===== config.mk =====
export PLATFORM = sky130hd
export DESIGN_NAME = apb_reg_bank
export DESIGN_NICKNAME = d
export VERILOG_FILES = /design/src/rtl/apb_reg_bank_pkg.sv /design/src/rtl/apb_reg_cell.sv /design/src/rtl/apb_reg_bank.sv
export SDC_FILE = /design/constraint.sdc
export NUM_CORES = 1
export LEC_CHECK = 0
export CORE_AREA = 2 2 246 248
export DETAILED_ROUTE_END_ITERATION = 12
export DIE_AREA = 0 0 248 250
export GPL_TIMING_DRIVEN = 0
export HOLD_SLACK_MARGIN = 0.1
export SYNTH_ARGS = -nofsm -noshare
export SYNTH_HDL_FRONTEND = slang
export SYNTH_SLANG_ARGS = --single-unit
export TNS_END_PERCENT = 30

===== constraint.sdc =====
create_clock -name clk_i -period 7.1 [get_ports clk_i]
set_input_delay 1.42 -clock clk_i [delete_from_list [all_inputs] [get_ports clk_i]]
set_output_delay 1.42 -clock clk_i [all_outputs]
set_load 0.05 [all_outputs]

===== src/rtl/apb_reg_bank_pkg.sv =====
// Shared widths, FSM encoding and byte-merge helper
// for the APB register bank.
package apb_reg_bank_pkg;

  localparam int unsigned DataWidth = 32;
  localparam int unsigned StrbWidth = 4;
  localparam int unsigned CntWidth  = 3;

  typedef enum logic {
    StIdle,
    StAccess
  } state_e;

  function automatic logic [DataWidth-1:0] byte_merge(
    input logic [DataWidth-1:0] old_v,
    input logic [DataWidth-1:0] new_v,
    input logic [StrbWidth-1:0] strb
  );
    logic [DataWidth-1:0] r;
    r = old_v;
    for (int b = 0; b < StrbWidth; b++) begin
      if (strb[b]) r[8*b +: 8] = new_v[8*b +: 8];
    end
    return r;
  endfunction

endpackage


===== src/rtl/apb_reg_cell.sv =====
// One 32-bit register: full-word hardware load, then
// strobed APB bytes layered on top in the same cycle.
// Ports: clk_i/rst_ni, apb_we_i/apb_wdata_i/apb_strb_i,
// hw_we_i/hw_wdata_i, q_o (current value).
module apb_reg_cell
  import apb_reg_bank_pkg::*;
(
  input  logic                 clk_i,
  input  logic                 rst_ni,
  input  logic                 apb_we_i,
  input  logic [DataWidth-1:0] apb_wdata_i,
  input  logic [StrbWidth-1:0] apb_strb_i,
  input  logic                 hw_we_i,
  input  logic [DataWidth-1:0] hw_wdata_i,
  output logic [DataWidth-1:0] q_o
);

  logic [DataWidth-1:0] q_q, q_d;

  // APB strobed bytes win over hardware data.
  always_comb begin
    q_d = q_q;
    if (hw_we_i) q_d = hw_wdata_i;
    if (apb_we_i) begin
      q_d = byte_merge(q_d, apb_wdata_i, apb_strb_i);
    end
  end

  always_ff @(posedge clk_i or negedge rst_ni) begin
    if (!rst_ni) q_q <= '0;
    else         q_q <= q_d;
  end

  assign q_o = q_q;

endmodule


===== src/rtl/apb_reg_bank.sv =====
// APB slave register bank: FSM, wait counter, decode.
// Ports: APB (psel/penable/pwrite/paddr/pwdata/pstrb,
// prdata/pready/pslverr), hw_we_i/hw_wdata_i update,
// reg_q_o contents, wr_pulse_o post-write strobes.
module apb_reg_bank
  import apb_reg_bank_pkg::*;
#(
  parameter int unsigned NumRegs    = 8,
  parameter int unsigned AddrWidth  = 32,
  parameter int unsigned WaitStates = 0,
  parameter logic [NumRegs-1:0] RoMask = '0
) (
  input  logic                   clk_i,
  input  logic                   rst_ni,
  input  logic                   psel_i,
  input  logic                   penable_i,
  input  logic                   pwrite_i,
  input  logic [AddrWidth-1:0]   paddr_i,
  input  logic [31:0]            pwdata_i,
  input  logic [3:0]             pstrb_i,
  output logic [31:0]            prdata_o,
  output logic                   pready_o,
  output logic                   pslverr_o,
  input  logic [NumRegs-1:0]     hw_we_i,
  input  logic [NumRegs*32-1:0]  hw_wdata_i,
  output logic [NumRegs*32-1:0]  reg_q_o,
  output logic [NumRegs-1:0]     wr_pulse_o
);

  state_e               state_q, state_d;
  logic [CntWidth-1:0]  cnt_q, cnt_d;
  logic [NumRegs-1:0]   wr_pulse_q, wr_pulse_d;
  logic [NumRegs-1:0]   hit, apb_we;
  logic [DataWidth-1:0] regs [NumRegs];
  logic [DataWidth-1:0] rd_mux;
  logic [63:0]          idx;
  logic                 in_range, ro_hit, err, ready;
  logic                 commit;
  logic                 unused_addr;

  assign unused_addr = ^paddr_i[1:0];
  assign idx = 64'(paddr_i[AddrWidth-1:2]);

  always_comb begin
    hit = '0;
    for (int i = 0; i < NumRegs; i++) begin
      hit[i] = (idx == 64'(i));
    end
  end

  assign in_range = |hit;
  assign ro_hit   = |(hit & RoMask);
  assign err      = !in_range || (pwrite_i && ro_hit);

  always_comb begin
    rd_mux = '0;
    for (int i = 0; i < NumRegs; i++) begin
      if (hit[i]) rd_mux = rd_mux | regs[i];
    end
  end

  always_ff @(posedge clk_i or negedge rst_ni) begin
    if (!rst_ni) begin
      state_q    <= StIdle;
      cnt_q      <= '0;
      wr_pulse_q <= '0;
    end else begin
      state_q    <= state_d;
      cnt_q      <= cnt_d;
      wr_pulse_q <= wr_pulse_d;
    end
  end

  // Dropping psel mid-access aborts with no commit.
  always_comb begin
    state_d = state_q;
    cnt_d   = cnt_q;
    unique case (state_q)
      StIdle: begin
        if (psel_i && !penable_i) begin
          state_d = StAccess;
          cnt_d   = CntWidth'(WaitStates);
        end
      end
      StAccess: begin
        if (!psel_i) begin
          state_d = StIdle;
          cnt_d   = '0;
        end else if (cnt_q != '0) begin
          cnt_d = cnt_q - 1'b1;
        end else if (penable_i) begin
          state_d = StIdle;
        end
      end
      default: state_d = StIdle;
    endcase
  end

  always_comb begin
    ready = (state_q == StAccess) && (cnt_q == '0)
         && psel_i && penable_i;
    commit     = ready && pwrite_i && !err;
    apb_we     = hit & {NumRegs{commit}};
    wr_pulse_d = apb_we;
    pready_o   = ready;
    pslverr_o  = ready && err;
    prdata_o   = (ready && !pwrite_i && !err) ? rd_mux : '0;
  end

  assign wr_pulse_o = wr_pulse_q;

  for (genvar g = 0; g < NumRegs; g++) begin : g_cell
    apb_reg_cell u_cell (
      .clk_i       (clk_i),
      .rst_ni      (rst_ni),
      .apb_we_i    (apb_we[g]),
      .apb_wdata_i (pwdata_i),
      .apb_strb_i  (pstrb_i),
      .hw_we_i     (hw_we_i[g]),
      .hw_wdata_i  (hw_wdata_i[g*32 +: 32]),
      .q_o         (regs[g])
    );
    assign reg_q_o[g*32 +: 32] = regs[g];
  end

endmodule


## After elaboration in Yosys (flattened, before gate mapping)

Index checks and enable logic that the tools add are counted.

| operators by class | value |
|---|---|
| equal/unequal tests | 9 |
| mux-type cells | 66 |
| reduce and logical (&&, ||, !) cells | 17 |
| bitwise logic cells | 9 |
| $add $sub $neg | 1 |

Operators by type and width:

| kind | number |
|---|---|
| $mux W32 | 25 |
| $mux W8 | 32 |
| $or A32 B32 Y32 | 7 |
| $eq A30 B3 Y1 const B | 4 |
| $logic_not A64 Y1 | 1 |
| $eq A30 B2 Y1 const B | 2 |
| $eq A30 B1 Y1 const B | 1 |
| $logic_and A1 B1 Y1 | 9 |
| $mux W3 | 3 |
| $and A8 B8 Y8 | 1 |
| $reduce_or A8 Y1 | 1 |
| $pmux W3 S2 | 1 |
| $mux W1 | 4 |
| $logic_not A1 Y1 | 3 |
| $logic_not A3 Y1 | 1 |
| $ne A3 B2 Y1 const B | 1 |
| $reduce_bool A3 Y1 | 1 |
| $sub A3 B1 Y3 const B | 1 |
| $ne A2 B2 Y1 const B | 1 |
| $pmux W1 S2 | 1 |
| $reduce_and A2 Y1 | 1 |
| $not A1 Y1 | 1 |

| word-level totals | value |
|---|---|
| output and inout port bits | 298 |
| bits in registers | 268 |

## Longest topological paths before layout

| depth | value |
|---|---|
| word-level depth | 17 |
| mapped depth | 9 |
| gate-level depth less buffers | 7 |

## Hierarchy

From an unflattened synthesis, not the netlist that was laid out.

| unflattened totals | value |
|---|---|
| cell total of the unflattened synthesis | 1404 |
| area total of the unflattened synthesis | 16123.0 um^2 |

Modules (own cells, without submodules):

| module | area an instance (um^2) | cells an instance | seq. area each (um^2) | instances |
|---|---|---|---|---|
| apb_reg_cell | 1655.3 | 148 | 800.8 | 8 |
| apb_reg_bank | 2880.3 | 220 | 300.3 | 1 |

## Worst setup path before layout

OpenSTA, ideal clock, no wires.

| timing path | value |
|---|---|
| path type | input port to output port |
| from | input port psel_i |
| to | output port prdata_o[11] |
| cell stages on the path | 7 |
| arrival time | 4.080 ns |
| path buffers | 2 |
| required time | 5.680 ns |
| slack | 1.600 ns |
| cell sequence | nand4b_4 > or2_1 > buf_2 > inv_1 > nand4_1 > buf_2 > a311oi_1 |

| between the ends | value |
|---|---|
| longest elaborated chain between the ends | 5 |

Ends and longest elaborated chain:

| what | RTL line | RTL |
|---|---|---|
| start, declared | apb_reg_bank.sv:15 | `input logic psel_i,` |
| $logic_and A1 B1 Y1 (2 in a row) | apb_reg_bank.sv:101 | `&& psel_i && penable_i;` |
| via pready_o | apb_reg_bank.sv:22 | `output logic pready_o,` |
| $logic_and A1 B1 Y1 (2 in a row) | apb_reg_bank.sv:107 | `prdata_o = (ready && !pwrite_i && !err) ? rd_mux : '0;` |
| $mux W32 | apb_reg_bank.sv:107 |  |
| end, declared | apb_reg_bank.sv:21 | `output logic [31:0] prdata_o,` |

The timed path passes the listed nets, and every way through them passes these cells.

## Worst setup path in the final report

| timing path | value |
|---|---|
| from | input port paddr_i[4] |
| to | output port prdata_o[26] |

| between the ends | value |
|---|---|
| longest elaborated chain between the ends | 17 |
| elaborated cells on any way between the ends | 26 |

Ends and longest elaborated chain:

| what | RTL line | RTL |
|---|---|---|
| start, declared | apb_reg_bank.sv:18 | `input logic [AddrWidth-1:0] paddr_i,` |
| $logic_not A64 Y1 | apb_reg_bank.sv:47 | `hit[i] = (idx == 64'(i));` |
| $mux W32 | apb_reg_bank.sv:58 | `if (hit[i]) rd_mux = rd_mux \| regs[i];` |
| $or A32 B32 Y32 | apb_reg_bank.sv:58 |  |
| $mux W32 | apb_reg_bank.sv:58 |  |
| $or A32 B32 Y32 | apb_reg_bank.sv:58 |  |
| $mux W32 | apb_reg_bank.sv:58 |  |
| $or A32 B32 Y32 | apb_reg_bank.sv:58 |  |
| $mux W32 | apb_reg_bank.sv:58 |  |
| $or A32 B32 Y32 | apb_reg_bank.sv:58 |  |
| $mux W32 | apb_reg_bank.sv:58 |  |
| $or A32 B32 Y32 | apb_reg_bank.sv:58 |  |
| $mux W32 | apb_reg_bank.sv:58 |  |
| $or A32 B32 Y32 | apb_reg_bank.sv:58 |  |
| $mux W32 | apb_reg_bank.sv:58 |  |
| $or A32 B32 Y32 | apb_reg_bank.sv:58 |  |
| $mux W32 | apb_reg_bank.sv:58 |  |
| $mux W32 * | apb_reg_bank.sv:107 |  |

Mark *: on every way between the ends. The rest lies on a longest branch, timed or not.

==> impl_metrics.csv <==
group,metric,value,unit
status,outcome,"finished with violations",
status,violations,"max-capacitance violations",
route,drtIter0Drc,806,
synth,syn_inst,1216,
clock_network,cts_made_buffers,34,
clock_network,cts.clk_slew.worst_paths,0.06,ns
synth,ys_ff_latch,268,
die,fp.coreArea,59600,um2
die,die_h,250,um
global_route,antenna_found_initial,4,
power_and_ir_drop,total_leakage_power,9.62,nW
synth,synthTopCellsByCount,"mux2_2, dfrtp_1, clkbuf_1",
job,drv_cap,1,
setup_path,start_kind,"primary input",
synth,synth_cell_type_count,59,
timing,setup_ws,0.119,ns
synth,yosysSeqAreaShare,42.4,%
timing,rsz0062_at_grt,"no",
global_route,grt_pass1_wl,120,mm
setup_path,cp-end-kind,"primary output",
timing,fin_crit,6.98,ns
setup_path,worstPathBufferInverterCount,6,
clock_network,cts.sinks,268,
die,dieArea,62000,um2
place,port_buffers,619,
timing,timing_hold_violations_final,0,
global_route,grt-ovfl-total,0,
setup_path,worstPathCellList,"clkdlybuf4s50_1, buf_2, buf_2, clkinv_1, clkbuf_1, a311oi_1, clkdlybuf4s50_1",
clock_network,cts_tree,"built",
synth,synthTopCellsByArea,"dfrtp_1, mux2_2, mux4_2, nand4_2, mux2i_1",
power_and_ir_drop,irDropWorstVdd,0.148,mV
setup_path,cp_top_family,"buffers and inverters",
timing,maxSlewHeadroom,0.262,%
cells_and_area,area_growth,53.1,%
clock_network,hold_buffers,0,
synth,yosysWarnings,0,
timing,finalSetupViolCount,0,
die,fp-row-count,90,
route,viasPerCell,5.29,
synth,synth_top_area_cell,"dfrtp_1",
timing,fin_worst_skew,0.0104,ns
cells_and_area,drive_gt1_share,35.3,%
cells_and_area,fin_nets,2212,
timing,finalCritPeriodShare,98.3,%
synth,synth.most_common_cell,"mux2_2",
route,wl,88.8,mm
place,pre_cts_ws,-0.365,ns
die,die_w,248,um
place,gp_congestion,0.884,
setup_path,reg2reg_slack,3.85,ns
die,ios,635,
place,post-dp-hpwl,64.9,mm
timing,max_clock_freq,0.143,GHz
route,vias,14200,
clock_network,root_buffer,"clkbuf_16",
place,place_area,23100,um2
clock_network,clockBufferDepth,3,
synth,syn_area,15800,um2
setup_path,cp_slowest_stage_delay,0.88,ns
global_route,first_global_vias,14800,
clock_network,clk_latency,0.55,ns
global_route,grt_use_total,28.0,%
synth,synth_edf_count,0,
setup_path,arrival,5.56,ns
clock_network,htree_levels,2,
power_and_ir_drop,power.density,219,nW/um2
setup_path,critPathRequiredTime,5.68,ns
die,start_util,26.6,%
synth,syn_area_per_cell,13.0,um2
route,antenna_left,0,
cells_and_area,fin_area,24200,um2
min_path,hp-class,"register to register",
timing,worstMarginPinSlew,1.50,ns
route,wl_per_cell,33.1,um
synth,synthArstFlopShare,100,%
timing,fin_worst_hold_slack,0.494,ns
route,route.detailed.drc,0,
setup_path,slowest_stage,"clkdlybuf4s50_1",
synth,ys.flop_type,"dfrtp_1",
synth,synth_top_area_share,42.4,%
timing,slew_viol_final,0,
route,dr.pass1.iters,5,
setup_path,worstSetupPathType,"primary input to primary output",
setup_path,cp_max_fo,11,
synth,synth_fp_nets,1555,
global_route,grt_max_degree,113,
## stage by stage
step                total power, mW  std cells  utilization, %   TNS, ns
floorplan                      2.74       1216               -         0
global placement               3.50       2617            38.6  -2101.39
detailed placement             3.51       2619            38.7     -3.28
CTS                            5.34       2681            40.7         0
global route                   5.48       2683            40.7         0
finish                         5.30       2685            40.7         0
## layer usage
metal | wire length (um) | global-route usage (%)
met2 | 43000 | 46.5
met1 | 36500 | 35.9
met4 | 2600 | 8.98
met3 | 6590 | 6.16
met5 | 14 | 0
## kinds of logic after synthesis
kind of cell	synth area share, %
compound gates	5.66
xor+xnor	0.0553
fa+ha+maj	0.158
buf+inv	2.74
flops	42.4
mux	40.8
simple gates	8.22
## sequential cells by signal, indices dropped and copies added (netlist names)
register / cells
cnt_q: 3
g_cell.u_cell.q_o: 256
wr_pulse_o: 8
state_q: 1
## report_power, final
part / internal (mW) / switching [mW] / leakage, nW
clock network: 1.08 / 0.729 / 0.565
registers: 1.68 / 0.144 / 3.16
logic: 0.704 / 0.970 / 5.90
total: 3.46 / 1.84 / 9.62
## placed cells by master, fill, tap and decap left out, drive strengths merged, types with 3 or more instances in the layout
cell / count
or2: 4
nand4: 33
o21ai: 9
clkinv: 6
nor4: 40
a22o: 16
clkdlybuf4s50: 618
o2bb2ai: 4
a21oi: 23
mux2: 515
a221o: 8
nand3: 10
a311oi: 7
a41oi: 4
nand2: 27
a22oi: 25
o22a: 3
o22ai: 8
or3b: 6
buf: 33
nor3: 4
nand3b: 5
a221oi: 3
diode: 4
a222oi: 3
clkbuf: 114
inv: 4
a31oi: 4
mux4: 17
nor2b: 4
mux2i: 28
nor2: 18
dfrtp: 268
and3: 6
## layout make-up
class | count | area [um2]
Fill cell | 5768 | 35300
Multi-Input combinational cell | 852 | 8690
Sequential cell | 268 | 6710
Timing Repair Buffer | 621 | 6260
Clock buffer | 55 | 1080
Tap cell | 782 | 978
Buffer | 91 | 439
Clock inverter | 7 | 62.6
Inverter | 5 | 18.8
Antenna cell | 4 | 10.0
## path summary, 6_finish.rpt
kind,start,to,depth (start not counted)
setup / recovery,paddr_i[4],prdata_o[26],7
hold / removal,cnt_q[0],cnt_q[0],2
setup reg to reg,cnt_q[0],g_cell[3].u_cell.q_o[19],7
hold reg to reg,cnt_q[0],cnt_q[0],2
max in group asynchronous,rst_ni,g_cell[3].u_cell.q_o[26],2
min in group asynchronous,rst_ni,g_cell[0].u_cell.q_o[6],1
## worst min-delay path, stage by stage, from the launching register on
cell and delay (ns):
dfrtp_1 0.35, nand2_1 0.05, o21ai_0 0.06
## repair_timing
action                     4_1_cts  5_1_grt
setup buffers                    0        0
setup endpoints to repair       18       10
resized for setup                7        9
cloned                           0        0
Note: power is estimated with default switching activity, not from simulation.
